<file path="config.mk">
export PLATFORM = sky130hd
export DESIGN_NAME = vic_reg_loader
export DESIGN_NICKNAME = d
export VERILOG_FILES = /design/src/rtl/vic_reg_loader_pkg.sv /design/src/rtl/vic_reg_loader_fifo.sv /design/src/rtl/vic_reg_loader.sv
export SDC_FILE = /design/constraint.sdc
export NUM_CORES = 1
export LEC_CHECK = 0
export CORE_ASPECT_RATIO = 1.1
export CORE_MARGIN = 1.5
export CORE_UTILIZATION = 55
export CTS_CLUSTER_DIAMETER = 200
export DETAILED_ROUTE_END_ITERATION = 6
export PLACE_DENSITY = 0.77
export SETUP_SLACK_MARGIN = 0.02
export SYNTH_ARGS = -nofsm -noshare
export SYNTH_HDL_FRONTEND = slang
export SYNTH_HIERARCHICAL = 1
export SYNTH_SLANG_ARGS = --single-unit
</file>
<file path="constraint.sdc">
create_clock -name clk -period 4.95 [get_ports clk]
set_clock_uncertainty 0.1 [all_clocks]
set_input_delay 0.495 -clock clk [delete_from_list [all_inputs] [get_ports clk]]
set_output_delay 0.495 -clock clk [all_outputs]
set_load 0.005 [all_outputs]
</file>
<file path="src/rtl/vic_reg_loader_pkg.sv">
// Shared definitions for the VIC register-file write sequencer.
// Holds register-file geometry, the enable-register address/value,
// the sequencer FSM encoding and the queued request entry layout.
package vic_reg_loader_pkg;

  localparam int VIC_ADDR_W = 5;
  localparam int VIC_DATA_W = 4;

  // Writing this value to this address arms the register file.
  localparam logic [VIC_ADDR_W-1:0] VIC_EN_ADDR = 5'd31;
  localparam logic [VIC_DATA_W-1:0] VIC_EN_VAL  = 4'hF;

  typedef enum logic [2:0] {
    ST_IDLE    = 3'd0,
    ST_SETUP   = 3'd1,
    ST_STROBE  = 3'd2,
    ST_HOLD    = 3'd3,
    ST_WAIT_EN = 3'd4
  } vic_state_e;

  typedef struct packed {
    logic [VIC_ADDR_W-1:0] addr;
    logic [VIC_DATA_W-1:0] data;
  } vic_req_t;

  function automatic int vic_max3(input int a, input int b, input int c);
    int m;
    m = (a > b) ? a : b;
    return (m > c) ? m : c;
  endfunction

endpackage

</file>
<file path="src/rtl/vic_reg_loader_fifo.sv">
// Purpose: synchronous FIFO of (addr, data) register-write requests.
// Latency: a pushed entry is visible at the head on the cycle after the push edge.
// Backpressure: pushes are dropped while full, even on an edge that also pops.
// Ports: clk/rst; push_i + push_addr_i/push_data_i; pop_i; pop_addr_o/pop_data_o
//        show the head entry; full_o/empty_o/count_o report occupancy.
module vic_req_fifo
  import vic_reg_loader_pkg::*;
#(
  parameter int DEPTH = 4
) (
  input  logic                  clk,
  input  logic                  rst,
  input  logic                  push_i,
  input  logic [VIC_ADDR_W-1:0] push_addr_i,
  input  logic [VIC_DATA_W-1:0] push_data_i,
  input  logic                  pop_i,
  output logic [VIC_ADDR_W-1:0] pop_addr_o,
  output logic [VIC_DATA_W-1:0] pop_data_o,
  output logic                  full_o,
  output logic                  empty_o,
  output logic [$clog2(DEPTH):0] count_o
);

  localparam int PTR_W = $clog2(DEPTH);

  vic_req_t         mem_q [DEPTH];
  logic [PTR_W-1:0] wr_ptr_q;
  logic [PTR_W-1:0] rd_ptr_q;
  logic [PTR_W:0]   count_q;
  logic             do_push;
  logic             do_pop;

  assign full_o     = (count_q == (PTR_W+1)'(DEPTH));
  assign empty_o    = (count_q == '0);
  assign count_o    = count_q;
  // Full is judged before the edge, so a same-edge pop cannot make room.
  assign do_push    = push_i && !full_o;
  assign do_pop     = pop_i && !empty_o;
  assign pop_addr_o = mem_q[rd_ptr_q].addr;
  assign pop_data_o = mem_q[rd_ptr_q].data;

  always_ff @(posedge clk) begin
    if (rst) begin
      wr_ptr_q <= '0;
      rd_ptr_q <= '0;
      count_q  <= '0;
    end else begin
      if (do_push) begin
        mem_q[wr_ptr_q] <= '{addr: push_addr_i, data: push_data_i};
        wr_ptr_q        <= wr_ptr_q + 1'b1;  // DEPTH is a power of two: natural wrap
      end
      if (do_pop) begin
        rd_ptr_q <= rd_ptr_q + 1'b1;
      end
      case ({do_push, do_pop})
        2'b10:   count_q <= count_q + 1'b1;
        2'b01:   count_q <= count_q - 1'b1;
        default: count_q <= count_q;
      endcase
    end
  end

endmodule

</file>
<file path="src/rtl/vic_reg_loader.sv">
// Purpose: queues host register writes and replays them onto the VIC register file
//          with setup/strobe/hold timing; a commit writes reg 31 = F and awaits enable.
// Latency: request accepted at E0 (idle, empty) pops at E0+1, strobes at E0+1+SETUP_CYCLES.
// Backpressure: o_req_ready = !full; a full queue stalls the host until the next pop.
// Ports: host side i_req_valid/o_req_ready/i_req_addr/i_req_data/i_commit;
//        register-file side o_VIC_regaddr/o_VIC_data/o_VIC_we/i_VIC_enable;
//        status o_busy, o_done (pulse), o_error (sticky timeout).
module vic_reg_loader
  import vic_reg_loader_pkg::*;
#(
  parameter int FIFO_DEPTH   = 4,
  parameter int SETUP_CYCLES = 1,
  parameter int HOLD_CYCLES  = 1,
  parameter int EN_TIMEOUT   = 15
) (
  input  logic                  clk,
  input  logic                  rst,
  input  logic                  i_req_valid,
  output logic                  o_req_ready,
  input  logic [VIC_ADDR_W-1:0] i_req_addr,
  input  logic [VIC_DATA_W-1:0] i_req_data,
  input  logic                  i_commit,
  output logic [VIC_ADDR_W-1:0] o_VIC_regaddr,
  output logic [VIC_DATA_W-1:0] o_VIC_data,
  output logic                  o_VIC_we,
  input  logic                  i_VIC_enable,
  output logic                  o_busy,
  output logic                  o_done,
  output logic                  o_error
);

  localparam int CNT_MAX = vic_max3(SETUP_CYCLES, HOLD_CYCLES, EN_TIMEOUT);
  localparam int CNT_W   = $clog2(CNT_MAX + 1);

  logic                       fifo_full;
  logic                       fifo_empty;
  logic [VIC_ADDR_W-1:0]      head_addr;
  logic [VIC_DATA_W-1:0]      head_data;
  logic [$clog2(FIFO_DEPTH):0] fifo_count;

  vic_state_e            state_q;
  logic [CNT_W-1:0]      cnt_q;
  logic [VIC_ADDR_W-1:0] addr_q;
  logic [VIC_DATA_W-1:0] data_q;
  logic                  we_q;
  logic                  commit_wr_q;
  logic                  pend_q;
  logic                  pend_d;
  logic                  done_q;
  logic                  error_q;

  logic hold_last;
  logic dispatch;
  logic do_pop;
  logic do_commit;

  vic_req_fifo #(
    .DEPTH(FIFO_DEPTH)
  ) u_fifo (
    .clk        (clk),
    .rst        (rst),
    .push_i     (i_req_valid),
    .push_addr_i(i_req_addr),
    .push_data_i(i_req_data),
    .pop_i      (do_pop),
    .pop_addr_o (head_addr),
    .pop_data_o (head_data),
    .full_o     (fifo_full),
    .empty_o    (fifo_empty),
    .count_o    (fifo_count)
  );

  assign hold_last = (state_q == ST_HOLD) && (cnt_q == CNT_W'(HOLD_CYCLES - 1));
  // The last HOLD cycle of a plain write dispatches the next job directly,
  // so back-to-back writes cost SETUP+1+HOLD cycles with no idle gap.
  assign dispatch  = (state_q == ST_IDLE) || (hold_last && !commit_wr_q);
  assign do_pop    = dispatch && !fifo_empty;
  assign do_commit = dispatch && fifo_empty && pend_q;
  // A pulse on the load edge itself is a new request and stays pending.
  assign pend_d    = i_commit || (pend_q && !do_commit);

  always_ff @(posedge clk) begin
    if (rst) begin
      state_q     <= ST_IDLE;
      cnt_q       <= '0;
      addr_q      <= '0;
      data_q      <= '0;
      we_q        <= 1'b0;
      commit_wr_q <= 1'b0;
      pend_q      <= 1'b0;
      done_q      <= 1'b0;
      error_q     <= 1'b0;
    end else begin
      pend_q <= pend_d;
      we_q   <= 1'b0;
      done_q <= 1'b0;
      if (do_pop) begin
        addr_q      <= head_addr;
        data_q      <= head_data;
        commit_wr_q <= 1'b0;
        cnt_q       <= '0;
        state_q     <= ST_SETUP;
      end else if (do_commit) begin
        addr_q      <= VIC_EN_ADDR;
        data_q      <= VIC_EN_VAL;
        commit_wr_q <= 1'b1;
        error_q     <= 1'b0;
        cnt_q       <= '0;
        state_q     <= ST_SETUP;
      end else begin
        case (state_q)
          ST_SETUP: begin
            if (cnt_q == CNT_W'(SETUP_CYCLES - 1)) begin
              we_q    <= 1'b1;
              state_q <= ST_STROBE;
            end else begin
              cnt_q <= cnt_q + 1'b1;
            end
          end
          ST_STROBE: begin
            cnt_q   <= '0;
            state_q <= ST_HOLD;
          end
          ST_HOLD: begin
            if (hold_last) begin
              cnt_q   <= '0;
              state_q <= commit_wr_q ? ST_WAIT_EN : ST_IDLE;
            end else begin
              cnt_q <= cnt_q + 1'b1;
            end
          end
          ST_WAIT_EN: begin
            if (i_VIC_enable) begin
              done_q  <= 1'b1;
              error_q <= 1'b0;
              state_q <= ST_IDLE;
            end else if (cnt_q == CNT_W'(EN_TIMEOUT - 1)) begin
              error_q <= 1'b1;
              state_q <= ST_IDLE;
            end else begin
              cnt_q <= cnt_q + 1'b1;
            end
          end
          default: state_q <= ST_IDLE;
        endcase
      end
    end
  end

  assign o_req_ready   = !fifo_full;
  assign o_VIC_regaddr = addr_q;
  assign o_VIC_data    = data_q;
  assign o_VIC_we      = we_q;
  assign o_done        = done_q;
  assign o_error       = error_q;
  assign o_busy        = (state_q != ST_IDLE) || (fifo_count != '0) || pend_q;

endmodule
</file>
# After elaboration in Yosys (flattened, before gate mapping)
# Memory sizes are Yosys's and may differ from the RTL's. A register that Yosys moved wholly into a read port is not among the register bits.
# Index checks and enable logic that the tools add are counted.
# word_totals
in_bits	14
memories	1
output_inout_bits	14
regBits	28
elab_cells	102
ramBits	36
# classes
bitwise	3
mux	29
n_reduce_logical	34
eq_ne	17
n_addsub	5
# mem_list
name	depth	width	read_ports	rd_clocked_by_memory_dff	wr	line	rtl
u_fifo.mem_q	4	9	1	1	1	vic_reg_loader_fifo.sv:26	vic_req_t mem_q [DEPTH];
# op_table
cell	n
two-way mux 4 bit	6
case mux 4 bit (4 select lines)	1
two-way mux 3 bit	5
case mux 3 bit (4 select lines)	1
two-way mux 1 bit	11
two-way mux 5 bit	2
inequality test 2 bit, second input constant	5
AND reduction 3 bit	3
nonzero test 3 bit	3
logical AND 1 bit	8
inequality test 4 x 3 -> 1 bit, second input constant	2
OR reduction 4 bit	2
equality test 3 x 2 -> 1 bit, second input constant	2
equality test 3 bit, second input constant	2
logical NOT 3 bit	2
case mux 3 bit (2 select lines)	1
nonzero test 2 bit	3
inequality test 5 x 4 -> 1 bit, second input constant	1
adder 2 x 1 -> 2 bit, second input constant	2
adder 4 x 1 -> 4 bit, second input constant	1
equality test 4 bit, second input constant	1
logical NOT 1 bit	4
logical NOT 4 bit	1
logical OR 1 bit	4
other kinds (12)	15

# Logic depth before layout (Yosys ltp)
# Gate-level depths: netlist of run 1.
# logic_depth
depth_word	9
ltp_mapped	14
depth_no_buf	13

# By module
# Netlist of run 1, hierarchy kept.
# by_module_without_submodules
module	seq_area_each_um2	area_per_inst_um2	cells_each	n_inst
vic_req_fifo	1261.2	1779.2	101	1
vic_reg_loader	420.4	1118.6	126	1

# Worst setup path before layout of run 1
# No wires, ideal clock.
# synth_timing
kind	register -> register
start	reg cnt_q[0]
end	reg u_fifo.count_q[2], in the netlist u_fifo/count_o[2]
period_less_slack_ns	2.834
setup_slack_ns	2.116
setup_time_ns	0.071
arrival_time_ns	2.663
stages_incl_launch_ff	15
t_required_ns	4.779
n_path_buf	1
path_cell_list	dfxtp_1 -> inv_1 -> ha_1 -> nand4bb_4 -> o31a_4 -> buf_6 -> nor2_1 -> o31ai_1 -> inv_1 -> ha_1 -> inv_1 -> fa_1 -> xor2_1 -> or3_1 -> a21oi_1
# synth_via
elab_chain_len	8
elab_cells_between_ends	10
cone_classes	eq/ne (2); mux (1); reduce/logical (7)
# synth_rtl
item	line	rtl
start: declaration	vic_reg_loader.sv:42	logic [CNT_W-1:0] cnt_q;
start signal: assignment	vic_reg_loader.sv:117	cnt_q <= cnt_q + 1'b1;
start signal: assignment	vic_reg_loader.sv:129	cnt_q <= cnt_q + 1'b1;
start signal: assignment	vic_reg_loader.sv:141	cnt_q <= cnt_q + 1'b1;
logical NOT 4 bit *	vic_reg_loader.sv:73	assign hold_last = (state_q == ST_HOLD) && (cnt_q == CNT_W'(HOLD_CYCLES - 1));
logical AND 1 bit *	vic_reg_loader.sv:73	
logical AND 1 bit *	vic_reg_loader.sv:76	assign dispatch = (state_q == ST_IDLE) || (hold_last && !commit_wr_q);
logical OR 1 bit *	vic_reg_loader.sv:76	
logical AND 1 bit *	vic_reg_loader.sv:77	assign do_pop = dispatch && !fifo_empty;
via do_pop	vic_reg_loader.sv:54	logic do_pop;
logical AND 1 bit *	vic_reg_loader_fifo.sv:38	assign do_pop = pop_i && !empty_o;
via u_fifo.do_pop	vic_reg_loader_fifo.sv:31	logic do_pop;
equality test 2 x 1 -> 1 bit / equality test 2 bit (equally long branches)	vic_reg_loader_fifo.sv:55	case ({do_push, do_pop})
case mux 3 bit (2 select lines) / nonzero test 2 bit (equally long branches)	n/a	
end signal: assignment	vic_reg_loader_fifo.sv:56	2'b10: count_q <= count_q + 1'b1;
end signal: assignment	vic_reg_loader_fifo.sv:57	2'b01: count_q <= count_q - 1'b1;
end signal: assignment	vic_reg_loader_fifo.sv:58	default: count_q <= count_q;
end: declaration	vic_reg_loader_fifo.sv:29	logic [PTR_W:0] count_q;
# The timed path passes the listed nets; every way through them passes the cells marked *.
# A chain may end at the register's enable or synchronous reset.

# Worst setup path in the final report of run 1
# Ends and elaborated chain as after synthesis.

==> results of run 1 <==
## routing by layer
metal | global-route usage | wire [um]
met1 | 0.244 | 2210
met2 | 0.319 | 2530
met3 | 0.0419 | 170
met4 | 0.0792 | 64
met5 | 0 | 0
## logic make-up after synthesis
family	synth area share
flops	0.580
xor+xnor	0.00907
simple gates	0.160
buf+inv	0.0384
compound gates	0.0972
fa+ha+maj	0.0415
mux	0.0734
## cells in the mapped netlist, types with 2 or more instances
cell type | number | area [um2]
edfxtp_1 | 36 | 1080
nor3b_1 | 5 | 37.5
nand3_1 | 4 | 20.0
nor3_1 | 22 | 110
o21a_1 | 2 | 15.0
mux4_2 | 9 | 203
o211ai_1 | 2 | 15.0
xor2_1 | 3 | 26.3
nor4_1 | 2 | 12.5
buf_2 | 2 | 10.0
a21oi_1 | 19 | 95.1
clkbuf_1 | 5 | 18.8
o21ai_0 | 5 | 25.0
inv_1 | 11 | 41.3
a31o_2 | 2 | 17.5
buf_6 | 2 | 22.5
nor3_2 | 7 | 70.1
and3_1 | 2 | 12.5
nor2_1 | 9 | 33.8
nand2b_1 | 6 | 37.5
o2111ai_1 | 2 | 17.5
dfxtp_1 | 30 | 601
nand2_1 | 3 | 11.3
a31oi_1 | 2 | 12.5
ha_1 | 8 | 100
or3_1 | 3 | 18.8
buf_4 | 2 | 15.0
## power by group
group | internal, mW | switching [mW] | leakage [nW] | total (mW)
combinational | 0.301 | 0.332 | 0.480 | 0.633
clock | 0.242 | 0.217 | 0.106 | 0.459
sequential | 0.656 | 0.0816 | 0.573 | 0.737
total | 1.20 | 0.631 | 1.16 | 1.83
## state kept, by name (all words and copies together), names as in the netlist, named ones only
register,cells
cnt_q,4
o_VIC_regaddr,5
u_fifo/mem_q,36
o_done,1
o_VIC_we,1
state_q,3
o_VIC_data,4
pend_q,1
u_fifo/rd_ptr_q,2
o_error,1
commit_wr_q,1
u_fifo/wr_ptr_q,2
u_fifo/count_o,3
## worst min-delay path, stage by stage, from the launching register on
cell and delay (ns):
dfxtp_1 0.31, o21ai_0 0.06, a21oi_1 0.08
## worst max-delay path by stage
stage,cells after the start,slack (ns),endpoint
floorplan,14,2.12,u_fifo/count_o[2]$_SDFFE_PP0P_
global placement,13,2.10,u_fifo/count_o[2]$_SDFFE_PP0P_
detailed placement,13,1.97,u_fifo/count_o[2]$_SDFFE_PP0P_
CTS,13,1.97,u_fifo/count_o[2]$_SDFFE_PP0P_
global route,13,1.78,u_fifo/count_o[2]$_SDFFE_PP0P_
finish,13,1.97,u_fifo/count_o[2]$_SDFFE_PP0P_
## cells in the final DEF, fill, tap and decap left out, drive strengths merged, types with 4 or more instances in the layout
| cell type | Yosys | final |
|---|---|---|
| inv | 11 | 14 |
| mux4 | 9 | 9 |
| nand3 | 4 | 4 |
| nor2 | 10 | 10 |
| ha | 8 | 8 |
| o21ai | 6 | 6 |
| dfxtp | 30 | 30 |
| a21oi | 19 | 19 |
| clkbuf | 5 | 9 |
| nor3b | 6 | 6 |
| clkdlybuf4s50 | 0 | 27 |
| nor3 | 29 | 29 |
| buf | 7 | 5 |
| nand2b | 7 | 7 |
| or3 | 4 | 4 |
| edfxtp | 36 | 36 |
## stage by stage
stage / hold slack, ns / setup slack, ns / instance area [um2] / cells
floorplan: 0.359 / 2.12 / 2900 / 227
global placement: 0.378 / 2.10 / 3210 / 304
detailed placement: 0.388 / 1.97 / 3210 / 304
CTS: 0.398 / 1.97 / 3410 / 320
global route: 0.434 / 1.78 / 3420 / 321
finish: 0.398 / 1.97 / 3420 / 321
## area by class of cell
class | instances | share of cell area
clock buffer | 9 | 0.0362
multi-input combinational | 138 | 0.326
inverter | 11 | 0.0121
tap | 58 | 0.0212
timing repair buffer | 32 | 0.0891
clock inverter | 7 | 0.0248
sequential | 66 | 0.491
==> results.txt, run 1 <==
Worst R2R Path Depth: 13
Tmin final: 2.98 ns
Vias per cell: 5.80
CTS root buf: clkbuf_8
Min-Delay Startpoint: u_fifo/rd_ptr_q[1]$_SDFFE_PP0P_
Area of the multi-input gates: 1110 um2
TritonCTS clock tree: built
Main synth FF type: edfxtp_1
Slew Viols, Final: 0
ANT cells: 0
Register area share after synthesis: 0.580
TritonCTS sink count: 66
Worst min path class: flop to flop
Worst EP required: 5.12 ns
Hold path cells: 2
Mapped Cells: 227
DPL Wire Length: 3520 um
Async set-reset flop share out of synthesis: 0
Final setup viols: 0
Via Count: 1861
CP Launch Type: flop
Syn nets: 250
CP Capture Type: flop
Crit path max-delay family: adder cells
Worst path bufs/invs: 3
I/O pins: 28
Crit path DAT: 3.15 ns
R2R Setup Slk: 1.97 ns
Chip width: 72.2 um
Maximum VDD drop: 296 uV
Worst-margin pin slew: 0.762 ns
Layout cells sized above 1: 0.190
Port bufs: 27
Outcome: complete, no violations
CTS H-tree lvls: 3
Sum of negative setup slack: 0 ns
Register Area: 1680 um2
Distinct cells, synth: 49
Leak Pwr: 1.16 nW
NumNets Final: 281
Post-Syn Area: 2900 um2
Syn_area_per_cell: 12.8 um2
CP Launch Point: cnt_q[0]$_SDFFE_PP0P_
Placeable Area: 5030 um2
Fillers: 385
Terminus of the critical flop-to-flop path: u_fifo/count_o[2]$_SDFFE_PP0P_
WL/cell: 15.5 um
Worst-path clk slew: 0.08 ns
Number of cell rows: 27
First-pass GRT wire length: 8220 um
Post-CTS setup repair buffer count: 0
Overflow left after global routing: 0
Synth Warn #: 6
Largest net degree at the start of global routing: 31
Power density over the cells: 534 nW/um2
GRT Total Usage: 0.192
Final Hold Fails: 0
Worst path most repeated cell: inv_1
Vias in the first global route: 1759
Worst r2r src: cnt_q[0]$_SDFFE_PP0P_
Die Y: 79.1 um
Maximum clock path buffer count: 2
WS Path Type: flop to flop
Initial core utilization: 0.576
Drt first pass iters: 4
Crit-path cells: inv_1, ha_1, nand4bb_4, o31a_4, nor2_1, o31ai_1, inv_1, ha_1, inv_1, fa_1, xor2_1, or3_1, a21oi_1
Peak Freq: 0.336 GHz
Slowest CP cell: o31a_4
Placer Congestion: 0.833
Area growth from synthesis to layout: 18.2%
Initial antenna violation count: 0
Drt drc: 0
Total CTS buffers: 9
Cts hold-fix bufs: 0
Yosys reg bits: 66
Hold worst-path end: u_fifo/rd_ptr_q[1]$_SDFFE_PP0P_
PostCTS Resize Cnt: 0
Fin util: 0.680
Post-DRT Antenna Nets: 0
Crit-path max FO: 14
Final period util: 0.602
Die area: 5710 um2
EDFF count, synth: 36
RSZ-0062 raised after global routing: false
Post-Route WL: 4970 um
DR iter-0 viols: 84
Max_slew headroom: 0.490
Max-cap violations: 0
Critical Path Max Stage Delay: 0.40 ns
Worst skew pair latency: 0.33 ns
Tot Pwr: 1.83 mW
(Power assumes the default switching activity.)
==> run 2, diff against run 1 <==
CORE_UTILIZATION = 51   (was 55)
PLACE_DENSITY = 0.75   (was 0.77)
clock period = 2.65 ns   (was 4.95 ns; I/O delays follow)
==> run 2 against run 1 <==
  * Sequential share of layout area decreased by 1.4 points
  * Combinational power rose by 100%
  * Sequential cell count did not move
  * Core utilization down 2.9 points
  * Die area increased by 7.5%
  * Critical path type unchanged
==> results.txt, run 2 (synthesis results as in run 1) <==
Fin util: 0.651 (-0.0292)
Post-Route WL: 5180 um (+4.2%)
Worst-path clk slew: 0.08 ns (about the same)
Most common cell after layout, fill and taps aside: edfxtp_1
Finished Cell Area: 3540 um2 (+3.3%)
Vias per cell: 5.39 (-7.0%)
Peak Freq: 0.384 GHz (+15%)
Worst setup path endpoint: u_fifo/count_o[2]$_SDFFE_PP0P_
Max_slew headroom: 0.593 (+0.104)
Cts hold-fix bufs: 0 (unchanged)
Final setup viols: 0 (unchanged)
Final Hold Fails: 0 (unchanged)
Outcome: complete, no violations
Post-DRT Antenna Nets: 0 (unchanged)
Worst min path class: flop to flop
TritonCTS sink count: 66 (unchanged)
Dpl cell area: 3320 um2 (+3.6%)
Worst R2R Path Depth: 13 (unchanged)
Sum of negative setup slack: 0 ns (unchanged)
TritonCTS clock tree: built
Drt first pass iters: 4 (unchanged)
Largest net degree at the start of global routing: 20 (-35%)
Die Y: 82.1 um (+3.7%)
Top reg by flops: u_fifo/mem_q
Initial antenna violation count: 0 (unchanged)
CP Launch Point: cnt_q[1]$_SDFFE_PP0P_
Maximum VDD drop: 657 uV (+120%)
Maximum clock path buffer count: 2 (unchanged)
Placeable Area: 5430 um2 (+7.9%)
Tmin final: 2.60 ns (-0.378 ns)
R2R Setup Slk: 0.05 ns (-1.92 ns)
Max reg flops: 36 (unchanged)
First-pass GRT wire length: 8400 um (+2.1%)
GRT Total Usage: 0.192 (about the same)
Overflow left after global routing: 0 (unchanged)
Leak Pwr: 1.19 nW (+2.7%)
CTS H-tree lvls: 3 (unchanged)
Port bufs: 27 (unchanged)
DPL Wire Length: 3590 um (+2.0%)
Final period util: 0.982 (+0.380)
Worst EP required: 2.82 ns (-2.30 ns)
Die area: 6140 um2 (+7.5%)
Via Count: 1866 (+0.27%)
Area growth from synthesis to layout: 22.0%
Worst skew pair latency: 0.34 ns (about the same)
CTS root buf: clkbuf_8
Max-cap violations: 0 (unchanged)
Worst hold margin: 0.394 ns (-0.00445 ns)
Worst r2r src: cnt_q[1]$_SDFFE_PP0P_
RSZ-0062 raised after global routing: true
WS Path Type: flop to flop
Crit path DAT: 2.77 ns (-0.38 ns)
Worst-margin pin slew: 0.609 ns (-0.153 ns)
Commonest cells after routing, fill and taps aside: edfxtp_1 (36), dfxtp_1 (28), clkdlybuf4s50_1 (27), nor3_1 (21), a21oi_1 (18)
CP Launch Type: flop
DR iter-0 viols: 106 (+26%)
Total CTS buffers: 9 (unchanged)
Power density over the cells: 991 nW/um2 (+85%)
Crit-path max FO: 6 (-8)
ANT cells: 0 (unchanged)
CP Capture Type: flop
Vias in the first global route: 1812 (+3.0%)
Layout cells sized above 1: 0.247 (+0.0571)
Initial core utilization: 0.534 (-0.0420)
Drt drc: 0 (unchanged)
NumNets Final: 289 (+2.8%)
Terminus of the critical flop-to-flop path: u_fifo/count_o[2]$_SDFFE_PP0P_
Number of cell rows: 28 (+3.7%)
Slew Viols, Final: 0 (unchanged)
WL/cell: 15.0 um (-3.4%)
Placer Congestion: 0.838 (+0.60%)
Chip width: 74.9 um (+3.7%)
I/O pins: 28 (unchanged)
==> run 2: cell count changes in the layout (fill, tap and decap cells not counted), sizes merged <==
cell / delta
buf: +8
inv: -2
clkinvlp: +2
==> run 2: final cells by class <==
type                       count  area, um2
fill                         404       1890
sequential                    66       1690
multi-input combinational    138       1140
timing repair buffer          40        368
clock buffer                   9        124
tap                           75       93.8
clock inverter                 7       78.8
inverter                      11       41.3
==> run 2: critical path: stages (launching register included) <==
cell and delay, ns:
dfxtp_4 0.37, inv_2 0.07, ha_4 0.15, nand4bb_4 0.12, o31a_4 0.31, nor2_4 0.09, o31ai_2 0.08, inv_1 0.08
ha_2 0.19, inv_1 0.05, fa_2 0.33, xor2_1 0.15, or3_1 0.32, a21oi_2 0.13
==> run 2: timing repair <==
action                                  4_1_cts  5_1_grt
endpoints found under the setup margin        1        1
pin swaps                                     1        1
setup buffers                                 1        0
resized for setup                             2        0
==> run 2: report_power, final <==
group	internal, mW	switching, mW	total [mW]
Combinational	0.621	0.661	1.28
Sequential	1.22	0.157	1.38
Clock	0.441	0.398	0.839
Total	2.29	1.22	3.50
==> run 2: per-layer routing <==
| layer | global-route usage | share of wire | vias up |
|---|---|---|---|
| li1 | - | - | 930 |
| met1 | 0.222 | 0.44 | 897 |
| met2 | 0.314 | 0.51 | 31 |
| met3 | 0.0748 | 0.031 | 8 |
| met4 | 0.0836 | 0.017 | 0 |
| met5 | 0 | 0 | - |
==> run 2: how the worst min path moves through the flow <==
| stage | startpoint | slack (ns) | endpoint | cells past startpoint |
|---|---|---|---|---|
| global placement | u_fifo/rd_ptr_q[1]$_SDFFE_PP0P_ | 0.37 | u_fifo/rd_ptr_q[1]$_SDFFE_PP0P_ | 2 |
| floorplan | i_req_data[0] | 0.26 | u_fifo/mem_q[0][0]$_DFFE_PP_ | 0 |
| finish | u_fifo/rd_ptr_q[1]$_SDFFE_PP0P_ | 0.39 | u_fifo/rd_ptr_q[1]$_SDFFE_PP0P_ | 2 |
| CTS | u_fifo/rd_ptr_q[1]$_SDFFE_PP0P_ | 0.40 | u_fifo/rd_ptr_q[1]$_SDFFE_PP0P_ | 2 |
| global route | i_commit | 0.42 | pend_q$_SDFF_PP0_ | 2 |
| detailed placement | u_fifo/rd_ptr_q[1]$_SDFFE_PP0P_ | 0.39 | u_fifo/rd_ptr_q[1]$_SDFFE_PP0P_ | 2 |
==> run 2: through the flow <==
step                      total power, mW  cells  setup WS, ns
final                                3.50    346        0.0490
after detailed placement             2.68    329      -0.00739
after floorplan                      2.31    227       -0.0553
after global routing                 3.74    346       -0.0464
after global placement               2.65    329        0.0900
after CTS                            3.54    346        0.0207
==> run 3, diff against run 2 <==
CAP_MARGIN = 30   (was default)
CTS_CLUSTER_SIZE = 40   (was default)
==> results of run 3 <==
The final DEF is identical to that of run 2; final timing and power are the same.
